`config.mk`:
```
export PLATFORM = sky130hd
export DESIGN_NAME = uart_baud_gen_os
export DESIGN_NICKNAME = d
export VERILOG_FILES = /design/src/rtl/uart_baud_gen_os.sv
export SDC_FILE = /design/constraint.sdc
export NUM_CORES = 1
export LEC_CHECK = 0
export BUFFER_PORTS_ARGS = -buffer_cell sky130_fd_sc_hd__buf_2
export CAP_MARGIN = 20
export CORE_UTILIZATION = 50
export DETAILED_ROUTE_END_ITERATION = 12
export GPL_TIMING_DRIVEN = 0
export HOLD_SLACK_MARGIN = 0.12
export PLACE_DENSITY_LB_ADDON = 0.3
export SYNTH_ARGS = -nofsm -noshare
export SYNTH_HDL_FRONTEND = slang
export SYNTH_SLANG_ARGS = --single-unit
```
`constraint.sdc`:
```
create_clock -name clk -period 5.95 [get_ports clk]
set_input_delay 0.595 -clock clk [delete_from_list [all_inputs] [get_ports clk]]
set_output_delay 0.595 -clock clk [all_outputs]
set_load 0.01 [all_outputs]
```
`src/rtl/uart_baud_gen_os.sv`:
```
// Baud tick generator: oversample, bit and mid-bit ticks plus a square-wave baud_out.
// Optional fractional divisor accumulator enabled by defining UART_BAUD_FRAC_EN.
module uart_baud_gen_os #(
    parameter int CLK_FREQ = 50_000_000,
    parameter int DIV_W    = 16,
    parameter int OSR      = 16,
    parameter int FRAC_W   = 4
) (
    input  logic              clk,
    input  logic              rst_n,
    input  logic              en,
    input  logic [2:0]        baud_sel,
    input  logic [DIV_W-1:0]  div_custom,
    input  logic [FRAC_W-1:0] div_frac,
    input  logic              div_load,
    input  logic              rx_sync,
    output logic              os_tick,
    output logic              bit_tick,
    output logic              mid_tick,
    output logic              baud_out,
    output logic              div_pend
);

    localparam int OS_W = $clog2(OSR);

    function automatic longint calc_n(input longint baud);
        longint d;
        d = baud * longint'(OSR);
        return (longint'(CLK_FREQ) + d / 64'sd2) / d - 64'sd1;
    endfunction

    localparam longint PN0 = calc_n(64'sd2400);
    localparam longint PN1 = calc_n(64'sd4800);
    localparam longint PN2 = calc_n(64'sd9600);
    localparam longint PN3 = calc_n(64'sd19200);
    localparam longint PN4 = calc_n(64'sd38400);
    localparam longint PN5 = calc_n(64'sd57600);
    localparam longint PN6 = calc_n(64'sd115200);
    localparam longint MAX_N = (64'sd1 <<< DIV_W) - 64'sd1;

    // Presets are monotonic in baud rate, so the slowest and fastest bound the rest.
    generate
        if (PN0 > MAX_N || PN6 < 64'sd1 || OSR < 4 || (OSR % 2) != 0) begin : g_cfg_err
            $error("uart_baud_gen_os: preset divisor out of range or bad OSR");
        end
    endgenerate

    localparam logic [DIV_W-1:0] N0 = PN0[DIV_W-1:0];
    localparam logic [DIV_W-1:0] N1 = PN1[DIV_W-1:0];
    localparam logic [DIV_W-1:0] N2 = PN2[DIV_W-1:0];
    localparam logic [DIV_W-1:0] N3 = PN3[DIV_W-1:0];
    localparam logic [DIV_W-1:0] N4 = PN4[DIV_W-1:0];
    localparam logic [DIV_W-1:0] N5 = PN5[DIV_W-1:0];
    localparam logic [DIV_W-1:0] N6 = PN6[DIV_W-1:0];

    logic [DIV_W:0]   cnt_q, cnt_d, limit;
    logic [OS_W-1:0]  os_cnt_q, os_cnt_d;
    logic [DIV_W-1:0] n_act_q, n_act_d, n_shd_q, n_shd_d, sel_n;
    logic             pend_q, pend_d, baud_q, baud_d;
    logic             os_tick_q, os_tick_d, bit_tick_q, bit_tick_d, mid_tick_q, mid_tick_d;
    logic             term, os_last, apply, extra;

`ifdef UART_BAUD_FRAC_EN
    logic [FRAC_W-1:0] acc_q, acc_d, frac_act_q, frac_act_d, frac_shd_q, frac_shd_d;
    logic              extra_q, extra_d;
    logic [FRAC_W:0]   sum;
    assign extra = extra_q;
`else
    logic unused_frac;
    assign unused_frac = ^div_frac;
    assign extra       = 1'b0;
`endif

    always_comb begin
        sel_n = N2;
        case (baud_sel)
            3'd0: sel_n = N0;
            3'd1: sel_n = N1;
            3'd2: sel_n = N2;
            3'd3: sel_n = N3;
            3'd4: sel_n = N4;
            3'd5: sel_n = N5;
            3'd6: sel_n = N6;
            default: sel_n = (div_custom == '0) ? DIV_W'(1) : div_custom;
        endcase
    end

    // >= rather than == so a divisor shrunk while idle cannot run the counter past its limit.
    assign limit   = {1'b0, n_act_q} + {{DIV_W{1'b0}}, extra};
    assign term    = en && (cnt_q >= limit);
    assign os_last = (os_cnt_q == OS_W'(OSR - 1));

    always_comb begin
        cnt_d      = cnt_q;
        os_cnt_d   = os_cnt_q;
        n_act_d    = n_act_q;
        n_shd_d    = n_shd_q;
        pend_d     = pend_q;
        baud_d     = baud_q;
        os_tick_d  = 1'b0;
        bit_tick_d = 1'b0;
        mid_tick_d = 1'b0;
        apply      = 1'b0;
`ifdef UART_BAUD_FRAC_EN
        acc_d      = acc_q;
        extra_d    = extra_q;
        frac_act_d = frac_act_q;
        frac_shd_d = frac_shd_q;
        sum        = '0;
`endif
        if (rx_sync) begin
            cnt_d    = '0;
            os_cnt_d = '0;
            apply    = pend_q;
`ifdef UART_BAUD_FRAC_EN
            acc_d    = '0;
            extra_d  = 1'b0;
`endif
        end else if (term) begin
            cnt_d      = '0;
            os_cnt_d   = os_last ? '0 : os_cnt_q + OS_W'(1);
            os_tick_d  = 1'b1;
            bit_tick_d = os_last;
            mid_tick_d = (os_cnt_q == OS_W'(OSR / 2 - 1));
            baud_d     = baud_q ^ os_last;
            apply      = pend_q;
`ifdef UART_BAUD_FRAC_EN
            sum        = {1'b0, acc_q} + {1'b0, frac_act_q};
            acc_d      = sum[FRAC_W-1:0];
            extra_d    = sum[FRAC_W];
`endif
        end else if (en) begin
            cnt_d = cnt_q + (DIV_W + 1)'(1);
        end else begin
            apply = pend_q;
        end

        if (apply) begin
            n_act_d    = n_shd_q;
            pend_d     = 1'b0;
`ifdef UART_BAUD_FRAC_EN
            frac_act_d = frac_shd_q;
`endif
        end
        // A load on the same edge as an apply stays pending for the following terminal.
        if (div_load) begin
            n_shd_d    = sel_n;
            pend_d     = 1'b1;
`ifdef UART_BAUD_FRAC_EN
            frac_shd_d = div_frac;
`endif
        end
    end

    always_ff @(posedge clk or negedge rst_n) begin
        if (!rst_n) begin
            cnt_q      <= '0;
            os_cnt_q   <= '0;
            n_act_q    <= N2;
            n_shd_q    <= N2;
            pend_q     <= 1'b0;
            baud_q     <= 1'b0;
            os_tick_q  <= 1'b0;
            bit_tick_q <= 1'b0;
            mid_tick_q <= 1'b0;
`ifdef UART_BAUD_FRAC_EN
            acc_q      <= '0;
            extra_q    <= 1'b0;
            frac_act_q <= '0;
            frac_shd_q <= '0;
`endif
        end else begin
            cnt_q      <= cnt_d;
            os_cnt_q   <= os_cnt_d;
            n_act_q    <= n_act_d;
            n_shd_q    <= n_shd_d;
            pend_q     <= pend_d;
            baud_q     <= baud_d;
            os_tick_q  <= os_tick_d;
            bit_tick_q <= bit_tick_d;
            mid_tick_q <= mid_tick_d;
`ifdef UART_BAUD_FRAC_EN
            acc_q      <= acc_d;
            extra_q    <= extra_d;
            frac_act_q <= frac_act_d;
            frac_shd_q <= frac_shd_d;
`endif
        end
    end

    assign os_tick  = os_tick_q;
    assign bit_tick = bit_tick_q;
    assign mid_tick = mid_tick_q;
    assign baud_out = baud_q;
    assign div_pend = pend_q;

endmodule

```
# == Word level (Yosys, flattened, before mapping) ==
# Index checks and enable logic that the tools add are counted.
# word_totals
ff_bits,58
in_bits,28
out_inout_bits,5
word_cells,48
# op_classes
addsub,2
magnitude_cmp,1
eq_ne,8
mux,19
bitwise,2
n_reduce_logical,7
# ops
op,n
16-bit one-hot mux with 7 select lines,1
17-bit 2-to-1 mux,3
17-bit by 1-bit adder with 17-bit output (second input constant),1
17-bit by 16-bit >= comparator with 1-bit output,1
16-bit logical NOT,1
16-bit 2-to-1 mux,1
4-bit 2-to-1 mux,3
1-bit 2-to-1 mux,11
3-bit equality test (second input constant),3
3-bit by 2-bit equality test with 1-bit output (second input constant),2
4-bit by 1-bit adder with 4-bit output (second input constant),1
4-bit by 3-bit equality test with 1-bit output (second input constant),1
4-bit equality test (second input constant),1
2-bit nonzero test,2
3-bit by 1-bit equality test with 1-bit output (second input constant),1
3-bit logical NOT,1
3-bit nonzero test,1
2-bit AND reduction,1
1-bit logical AND,1
1-bit NOT,1
1-bit bitwise XOR,1

# == Depth between registers and ports, before layout ==
# Gate-level depths: netlist of the first run.
# depth
depth_word,6
mapped_depth,9
mapped_depth_nobuf,8

# == Worst setup path before layout of the first run ==
# Ideal clock, no wire load.
# synth_timing
kind,reg2reg
start,reg cnt_q[14]
end,reg n_act_q[10]
setup_ns,0.125
arrival_time_ns,2.263
required_ns,5.825
setup_slack_ns,3.562
path_stages_with_launch,8
path_buffers,1
period_less_slack_ns,2.388
path_cell_list,dfrtp_1 ha_1 a21o_1 a211oi_1 o211ai_4 o21ai_4 buf_6 mux2_4
# synth_via
elab_chain_cells,4
# synth_lines
element,line_no,source
"start, declared",56,"logic [DIV_W:0] cnt_q, cnt_d, limit;"
"start signal, assigned",173,cnt_q <= cnt_d;
17-bit by 16-bit >= comparator with 1-bit output,90,assign term = en && (cnt_q >= limit);
1-bit logical AND,90,
1-bit 2-to-1 mux,119,end else if (term) begin
1-bit 2-to-1 mux,111,if (rx_sync) begin
"end signal, assigned",175,n_act_q <= n_act_d;
"end, declared",58,"logic [DIV_W-1:0] n_act_q, n_act_d, n_shd_q, n_shd_d, sel_n;"
# Every way passes these cells.
# A chain may end at the register's enable or synchronous reset.

# == Worst setup path after layout of the first run ==
# Ends and elaborated chain as after synthesis.

==> reports/metrics.cfg, run 1 <==
[status]
status=complete, no violations

[timing]
holdWs_ps=176
fmax_mhz=367
finalHoldViolations=0
grt_setup_unrepaired=false
slew_viol_final=0
max-slew-margin-rel_pct=62.1
worstMarginPinSlew_ps=564
setup_viol=0
skew_ps=9.49
fin_tns_setup_ps=0
layout_setup_ws_ps=3230
post-route-period-util_pct=45.7
period_needed_ps=2720

[floorplanning]
start_util_pct=52.5
die_h_um=81.3
die_w_um=81.3
rows=28
dieArea_um2=6610
core_um2=5990
io_pins=33

[cells_and_area]
utilization_pct=60.5
drive_gt1_share_pct=16.4
antenna_cells=0
final_area_um2=3630
area_delta_synth_final_pct=15.4
final_nets=413
final_cells=447

[setup_path]
startpoint=cnt_q[14]$_DFFE_PN0P_
worst_ep_arrival_time_ps=2950
crit_fanout=10
max_stage_delay_ps=510
endpoint_kind=flip-flop
path_class=flip-flop to flip-flop
cp-start-kind=flip-flop
r2r-start=cnt_q[14]$_DFFE_PN0P_
cp.required_ps=6180
r2r_slack_ps=3230
path_cells=ha_1 > a21o_1 > a211oi_1 > o211ai_4 > o21ai_4 > buf_6 > mux2_4
crit_path_top_delay_cell=a211oi_1

[clocking]
cts_setup_buffers=0
numCtsBuffers=9
clock_latency_ps=350
cts_sinks=58
clkSlewWorstSetupHoldPaths_ps=80
cts.repair.resized=0
postCtsHoldBufs=0
clockBufferDepth=2
cts.htree.levels=3
cts_tree=built
cts_root_buf=clkbuf_8

[synth]
synth-seq-area-share_pct=46.5
netlist_area_um2=3140
async_flop_share_pct=100
synthTopCellsByCount=50 x dfrtp_1, 34 x inv_1, 30 x nand2_1, 24 x a21oi_1, 24 x nor2_1
synthCells=331
ys_types=46
ys_seq_elements=58
avgSynthCellArea_um2=9.50
syn-num-nets=377
synth_top_area_cell=dfrtp_1
synthTopCellsByArea=dfrtp_1 40%, ha_1 7.2%, dfstp_2 6.7%
synth_edf_count=0
synth_flop_cell=dfrtp_1
yosysMostFrequentCell=dfrtp_1
synth_warnings=0
synth.top_cell.area_share_pct=39.8

[place]
post-place-cells=431
placed_area_um2=3380
post-place-ws_ps=3250
gp_congestion=0.850
port_buffers=24
hpwl_um=4650

[run]
drv_cap=0

[detailed_routing]
ant_nets=0
routed_wl_um=6290
drt_iter0_markers=126
firstDrtPassIters=4
routedWlPerCell_um=14.1
vias_per_cell=5.71
drc_errors=0
num_vias=2553

[grt]
overflow=0
grt_pass1_wl_um=11300
grt_pass1_vias=2547
grt_max_degree=41
antenna_found_initial=0
grt_use_total_pct=22.9

[power_and_ir_drop]
p_leak_nw=1.64
ir_drop_mv=0.195
finalPower_mw=1.04
p_per_area_nw_per_um2=288

[hold_path]
min_path_type=primary input to async pin

-- registers in the layout, summed over array words and instances, names as in the netlist --
register	cells
os_tick	1
n_act_q	16
div_pend	1
n_shd_q	16
bit_tick	1
cnt_q	17
os_cnt_q	4
baud_out	1
mid_tick	1
-- final timing paths --
kind                                            to  cells after the start
min reg2reg                   baud_out$_DFFE_PN0P_                      1
max reg2reg                n_act_q[10]$_DFFE_PN0P_                      7
min                        os_cnt_q[3]$_DFFE_PN0P_                      1
max                        n_act_q[10]$_DFFE_PN0P_                      7
max in group asynchronous  n_act_q[13]$_DFFE_PN0P_                      2
min in group clk              baud_out$_DFFE_PN0P_                      1
-- where the power goes --
group	leakage (nW)	total [mW]	internal, mW	switching [mW]
clock	0.124	0.451	0.281	0.170
sequential	0.752	0.446	0.430	0.0159
combinational	0.765	0.147	0.0599	0.0866
total	1.64	1.04	0.772	0.272
-- per-layer routing --
metal	track usage, %	part of all wire, %
met1	28.5	47
met2	37.3	47
met3	5.96	4.6
met4	10.0	1.5
met5	0	0
-- layout make-up --
cell class / count / area [um^2]
flip-flops and latches: 58 / 1460
clock inverters: 7 / 125
plain buffers: 15 / 63.8
fillers: 514 / 2360
multi-input cells: 224 / 1490
repair buffers: 25 / 140
well taps: 75 / 93.8
inverters: 34 / 128
clock buffers: 9 / 124
-- worst max-delay path: cells and delay by family (launching register included) --
| family | cells | cell delay (ps) |
|---|---|---|
| multiplexers | 1 | 310 |
| adder cells (fa/ha/maj) | 1 | 370 |
| flip-flops | 1 | 440 |
| buffers and inverters | 1 | 220 |
| AO/OA/AOI/OAI | 4 | 1260 |
-- cells in the final DEF, fill, tap and decap left out, types with 2 or more instances in the layout --
cell	Yosys	final
a31oi_1	8	8
and3_1	4	4
bufinv_16	0	3
or3_1	4	4
mux2_2	6	6
nand4_1	11	11
clkbuf_1	13	13
mux2i_1	12	12
o2bb2ai_1	2	2
nand3_1	19	19
inv_1	34	34
nor2_1	24	24
o31ai_1	2	2
nand2_1	30	30
clkbuf_8	0	9
a211oi_1	2	2
clkinv_4	0	3
nor4_1	4	4
nor2b_1	2	2
ha_1	18	18
dfrtp_1	50	50
dfstp_2	8	8
o311ai_0	7	7
o21ai_0	14	14
buf_2	0	24
a21oi_1	24	24
o22ai_1	3	3
nor3_1	6	6
a21o_1	3	3
-- kinds of logic (layout without fill, tap and decap cells) --
| group | count (synthesis) | count (layout) | share of synthesized area [%] |
|---|---|---|---|
| buf+inv | 49 | 90 | 6.09 |
| flops | 58 | 58 | 46.5 |
| compound gates | 74 | 74 | 15.5 |
| mux | 19 | 19 | 6.45 |
| simple gates | 111 | 111 | 17.7 |
| xor+xnor | 2 | 2 | 0.557 |
| fa+ha+maj | 18 | 18 | 7.17 |
(Power assumes the default switching activity.)
==> run 2, diff against run 1 <==
clock period = 2.8 ns   (was 5.95 ns; I/O delays follow)
==> reports/metrics.cfg, run 2 (synthesized netlist as in run 1, its figures left out) <==
[floorplanning]
die_w_um=81.3  ; unchanged
die_h_um=81.3  ; unchanged
start_util_pct=52.5  ; unchanged
io_pins=33  ; unchanged
dieArea_um2=6610  ; unchanged
rows=28  ; unchanged
core_um2=5990  ; unchanged

[clocking]
cts_tree=built
cts_root_buf=clkbuf_8
clkSlewWorstSetupHoldPaths_ps=70  ; about the same
cts_setup_buffers=0  ; unchanged
clockBufferDepth=2  ; unchanged
numCtsBuffers=9  ; unchanged
cts.htree.levels=3  ; unchanged
cts_sinks=58  ; unchanged
clock_latency_ps=350  ; about the same

[setup_path]
r2r-end=n_act_q[10]$_DFFE_PN0P_
cp-start-kind=flip-flop
crit_fanout=10  ; unchanged
path_class=flip-flop to flip-flop
cp.required_ps=3030  ; -3150 ps
r2r_slack_ps=210  ; -3020 ps
endpoint=n_act_q[10]$_DFFE_PN0P_
endpoint_kind=flip-flop
worst_ep_arrival_time_ps=2820  ; -130 ps
r2r-start=cnt_q[15]$_DFFE_PN0P_
rr_worst_depth=7  ; unchanged
startpoint=cnt_q[15]$_DFFE_PN0P_

[cells_and_area]
final_area_um2=3650  ; +0.59%
largest_reg_flops=17  ; unchanged
antenna_cells=0  ; unchanged
area_delta_synth_final_pct=16.0
final_common_cell=dfrtp_1
seqCellArea_um2=1460  ; unchanged
top_register=cnt_q
final_nets=414  ; +0.24%
top_regs=cnt_q x17, n_act_q x16, n_shd_q x16
fillerInstances=513  ; -0.19%
drive_gt1_share_pct=16.9  ; +0.49 points
multi_input_area_um2=1500  ; +0.76%
final_cell_mix=50 x dfrtp_1, 34 x inv_1, 30 x nand2_1

[detailed_routing]
num_vias=2573  ; +0.78%
drc_errors=0  ; unchanged
routed_wl_um=6340  ; +0.75%
drt_iter0_markers=155  ; +23%
firstDrtPassIters=4  ; unchanged
routedWlPerCell_um=14.1  ; +0.52%
vias_per_cell=5.74  ; +0.56%
ant_nets=0  ; unchanged

[power_and_ir_drop]
p_per_area_nw_per_um2=610  ; +110%
p_seq_share_pct=42.6  ; about the same
finalPower_mw=2.23  ; +110%
intPower_mw=1.64  ; +110%
pwr-share-comb_pct=14.3  ; +0.3 points
clockPowerShare_pct=43.1  ; about the same
power_switching_share_pct=26.2  ; +0.078 points
power_switching_uw=582  ; +110%
ir_drop_mv=0.417  ; +110%
p_leak_nw=1.65  ; +0.36%

[grt]
grt_use_total_pct=22.9  ; -0.024 points
overflow=0  ; unchanged
grt_pass1_wl_um=11300  ; -0.11%
grt_max_degree=41  ; unchanged
antenna_found_initial=0  ; unchanged
grt_pass1_vias=2541  ; -0.24%

[timing]
finalHoldViolations=0  ; unchanged
worstMarginPinSlew_ps=543  ; -21.5 ps
grt_setup_unrepaired=false
post-route-period-util_pct=92.6  ; +47 points
max-slew-margin-rel_pct=63.7  ; +1.5 points
fmax_mhz=386  ; +4.9%
layout_setup_ws_ps=206  ; -3020 ps
period_needed_ps=2590  ; -128 ps
skew_ps=8.16  ; -1.33 ps
fin_tns_setup_ps=0  ; unchanged
slew_viol_final=0  ; unchanged
setup_viol=0  ; unchanged

[hold_path]
hold_depth=3
min_path_type=primary input to flip-flop

[place]
gp_congestion=0.850  ; unchanged
port_buffers=24  ; unchanged
placed_area_um2=3380  ; unchanged
post-place-ws_ps=103  ; -3150 ps
hpwl_um=4650  ; unchanged

[run]
drv_cap=0  ; unchanged

[status]
status=complete, no violations

## run 2: layout make-up
class / instances / area share, %
Sequential cell: 58 / 40.1
Inverter: 34 / 3.50
Clock buffer: 9 / 3.40
Tap cell: 75 / 2.57
Multi-Input combinational cell: 224 / 41.2
Buffer: 15 / 1.75
Clock inverter: 7 / 3.43
Timing Repair Buffer: 26 / 4.12
## run 2: per-layer routing
| metal | global-route usage (%) | up-vias | part of all wire (%) |
|---|---|---|---|
| met4 | 10.0 | 0 | 2.0 |
| met2 | 37.3 | 65 | 47 |
| li1 | - | 1264 | - |
| met5 | 0 | - | 0 |
| met1 | 28.5 | 1231 | 47 |
| met3 | 5.96 | 13 | 4.2 |
## run 2: critical path, stage by stage, from the launching register on
cell and delay, ps:
dfrtp_1 430, ha_1 380, nand4b_4 140, or4_4 570
o211ai_4 320, o21ai_4 160, buf_6 180, mux2_4 300
## run 2: per-stage QoR
| step | hold slack (ps) | cells | util [%] |
|---|---|---|---|
| 2_1_floorplan | -15.6 | 331 | - |
| 3_3_place_gp | 448 | 430 | 56.0 |
| 3_5_place_dp | 248 | 431 | 56.4 |
| 4_1_cts | 161 | 448 | 60.7 |
| 5_1_grt | 204 | 448 | 60.9 |
| 6_report | 177 | 448 | 60.9 |
## run 2: how the worst min path moves through the flow
stage,startpoint,endpoint,slack [ps]
6_report,div_custom[15],n_shd_q[15]$_DFFE_PN0P_,180
5_1_grt,div_custom[15],n_shd_q[15]$_DFFE_PN0P_,200
4_1_cts,div_custom[11],n_shd_q[11]$_DFFE_PN0P_,160
3_5_place_dp,rst_n,os_cnt_q[3]$_DFFE_PN0P_,250
3_3_place_gp,baud_out$_DFFE_PN0P_,baud_out$_DFFE_PN0P_,450
2_1_floorplan,rst_n,baud_out$_DFFE_PN0P_,-20
## run 2: power by group through the flow
stage | clock [mW] | combinational [mW] | sequential, mW
4_1_cts | 0.977 | 0.315 | 0.948
6_report | 0.959 | 0.318 | 0.949
3_5_place_dp | 0 | 0.313 | 0.963
2_1_floorplan | 0 | 0.220 | 0.954
5_1_grt | 1.02 | 0.360 | 0.956
3_3_place_gp | 0 | 0.297 | 0.961
## run 2: what timing repair did
| item | CTS | global route |
|---|---|---|
| hold endpoints to repair | 10 | 0 |
| endpoints found under the setup margin | 0 | 12 |
| hold buffers | 1 | 0 |
| gates resized for setup | 0 | 2 |
==> run 3, diff against run 2 <==
MAX_ROUTING_LAYER = met4   (was not set)
==> reports/metrics.cfg, run 3 (synthesized netlist as in run 1, its figures left out) <==
[status]
status=complete, no violations

[grt]
met3_usage_pct=6.63  ; +0.67 points
grt_pass1_vias=2532  ; -0.35%
grt_pass1_wl_um=11400  ; +0.30%
grt_use_total_pct=23.5  ; +0.65 points
overflow=0  ; unchanged
gr-usage-met2_pct=37.3  ; unchanged
grt_max_degree=41  ; unchanged
grt-busiest-layer=met2
met1_usage_pct=28.6  ; +0.14 points
antenna_found_initial=0  ; unchanged

[place]
port_buffers=24  ; unchanged
hpwl_um=4650  ; unchanged
post-place-ws_ps=103  ; unchanged
gp_congestion=0.863  ; +1.6%

[timing]
max-slew-margin-rel_pct=64.0  ; +0.35 points
fmax_mhz=384  ; -0.50%
worstMarginPinSlew_ps=538  ; -5.22 ps
slew_viol_final=0  ; unchanged
finalHoldViolations=0  ; unchanged
skew_ps=8.66  ; +0.498 ps
setup_viol=0  ; unchanged
layout_setup_ws_ps=193  ; -13.1 ps
fin_tns_setup_ps=0  ; unchanged
post-route-period-util_pct=93.1  ; +0.47 points
grt_setup_unrepaired=false
period_needed_ps=2610  ; +13.1 ps

[clocking]
cts.htree.levels=3  ; unchanged
numCtsBuffers=9  ; unchanged
clkSlewWorstSetupHoldPaths_ps=70  ; about the same
clock_latency_ps=350  ; about the same
clockBufferDepth=2  ; unchanged
cts_setup_buffers=0  ; unchanged
cts_sinks=58  ; unchanged
cts_tree=built
cts_root_buf=clkbuf_8

[floorplanning]
rows=28  ; unchanged
core_um2=5990  ; unchanged
io_pins=33  ; unchanged
dieArea_um2=6610  ; unchanged
die_h_um=81.3  ; unchanged
start_util_pct=52.5  ; unchanged
die_w_um=81.3  ; unchanged

[power_and_ir_drop]
ir_drop_mv=0.413  ; -0.90%
p_per_area_nw_per_um2=609  ; -0.16%
p_leak_nw=1.65  ; unchanged

[hold_path]
min_path_type=primary input to flip-flop

[detailed_routing]
ant_nets=0  ; unchanged
drt_iter0_markers=139  ; -10%
routedWlPerCell_um=14.1  ; about the same
routed_wl_um=6340  ; about the same
firstDrtPassIters=4  ; unchanged
drc_errors=0  ; unchanged
num_vias=2584  ; +0.43%
vias_per_cell=5.77  ; +0.43%

[cells_and_area]
seqCellArea_um2=1460  ; unchanged
fillerInstances=513  ; unchanged
final_cell_mix=50 x dfrtp_1, 34 x inv_1, 30 x nand2_1
drive_gt1_share_pct=16.9  ; unchanged
final_nets=414  ; unchanged
top_regs=cnt_q x17, n_act_q x16, n_shd_q x16
multi_input_area_um2=1500  ; unchanged
antenna_cells=0  ; unchanged
top_register=cnt_q
final_common_cell=dfrtp_1
largest_reg_flops=17  ; unchanged
area_delta_synth_final_pct=16.0  ; unchanged

[setup_path]
cp.required_ps=3000  ; -30 ps
endpoint_kind=flip-flop
path_class=flip-flop to flip-flop
worst_ep_arrival_time_ps=2810  ; about the same
cp-start-kind=flip-flop
crit_fanout=10  ; unchanged

[run]
drv_cap=0  ; unchanged

run 3: worst paths after layout:
kind	start	to	slack (ps)	depth (start not counted)
max	cnt_q[15]$_DFFE_PN0P_	cnt_q[11]$_DFFE_PN0P_	190	7
min	div_custom[15]	n_shd_q[15]$_DFFE_PN0P_	180	3
max reg2reg	cnt_q[15]$_DFFE_PN0P_	cnt_q[11]$_DFFE_PN0P_	190	7
min reg2reg	baud_out$_DFFE_PN0P_	baud_out$_DFFE_PN0P_	470	1
max in group asynchronous	rst_n	n_act_q[13]$_DFFE_PN0P_	1840	3
min in group asynchronous	rst_n	os_cnt_q[3]$_DFFE_PN0P_	400	2
run 3: cell type report:
cell class | instances | area share (%)
multi-input cells | 224 | 41.2
flip-flops and latches | 58 | 40.1
repair buffers | 26 | 4.12
inverters | 34 | 3.50
clock inverters | 7 | 3.43
clock buffers | 9 | 3.40
well taps | 75 | 2.57
plain buffers | 15 | 1.75
run 3: power by group:
group / switching (mW) / leakage, nW / internal (mW) / total [mW]
registers: 0.0340 / 0.752 / 0.915 / 0.948
clock network: 0.358 / 0.124 / 0.598 / 0.956
logic: 0.187 / 0.771 / 0.131 / 0.318
run 3: metal layers:
layer,vias up,part of all wire [%]
li1,1264,-
met3,12,4.8
met2,71,48
met5,-,0
met4,0,1.4
met1,1237,46
run 3: what timing repair did:
action	in CTS	in global routing
hold buffers	1	0
endpoints found under the setup margin	0	12
resized for setup	0	2
endpoints found under the hold margin	10	0
run 3: per-stage QoR:
step	cell area [um^2]	utilization (%)	hold slack (ps)	total power [mW]	instances
final	3650	60.9	179	2.22	448
after global routing	3650	60.9	204	2.33	448
after floorplan	3140	-	-15.6	1.17	331
after CTS	3640	60.7	161	2.24	448
after detailed placement	3380	56.4	248	1.28	431
after global placement	3360	56.0	448	1.26	430
run 3: worst max-delay path, cell delays in order, from the launching register on:
cell and delay [ps]:
dfrtp_1 430, ha_1 380, nand4b_4 140, or4_4 570, o211a_1 300, nand2_1 100
clkbuf_1 360, o311ai_0 190
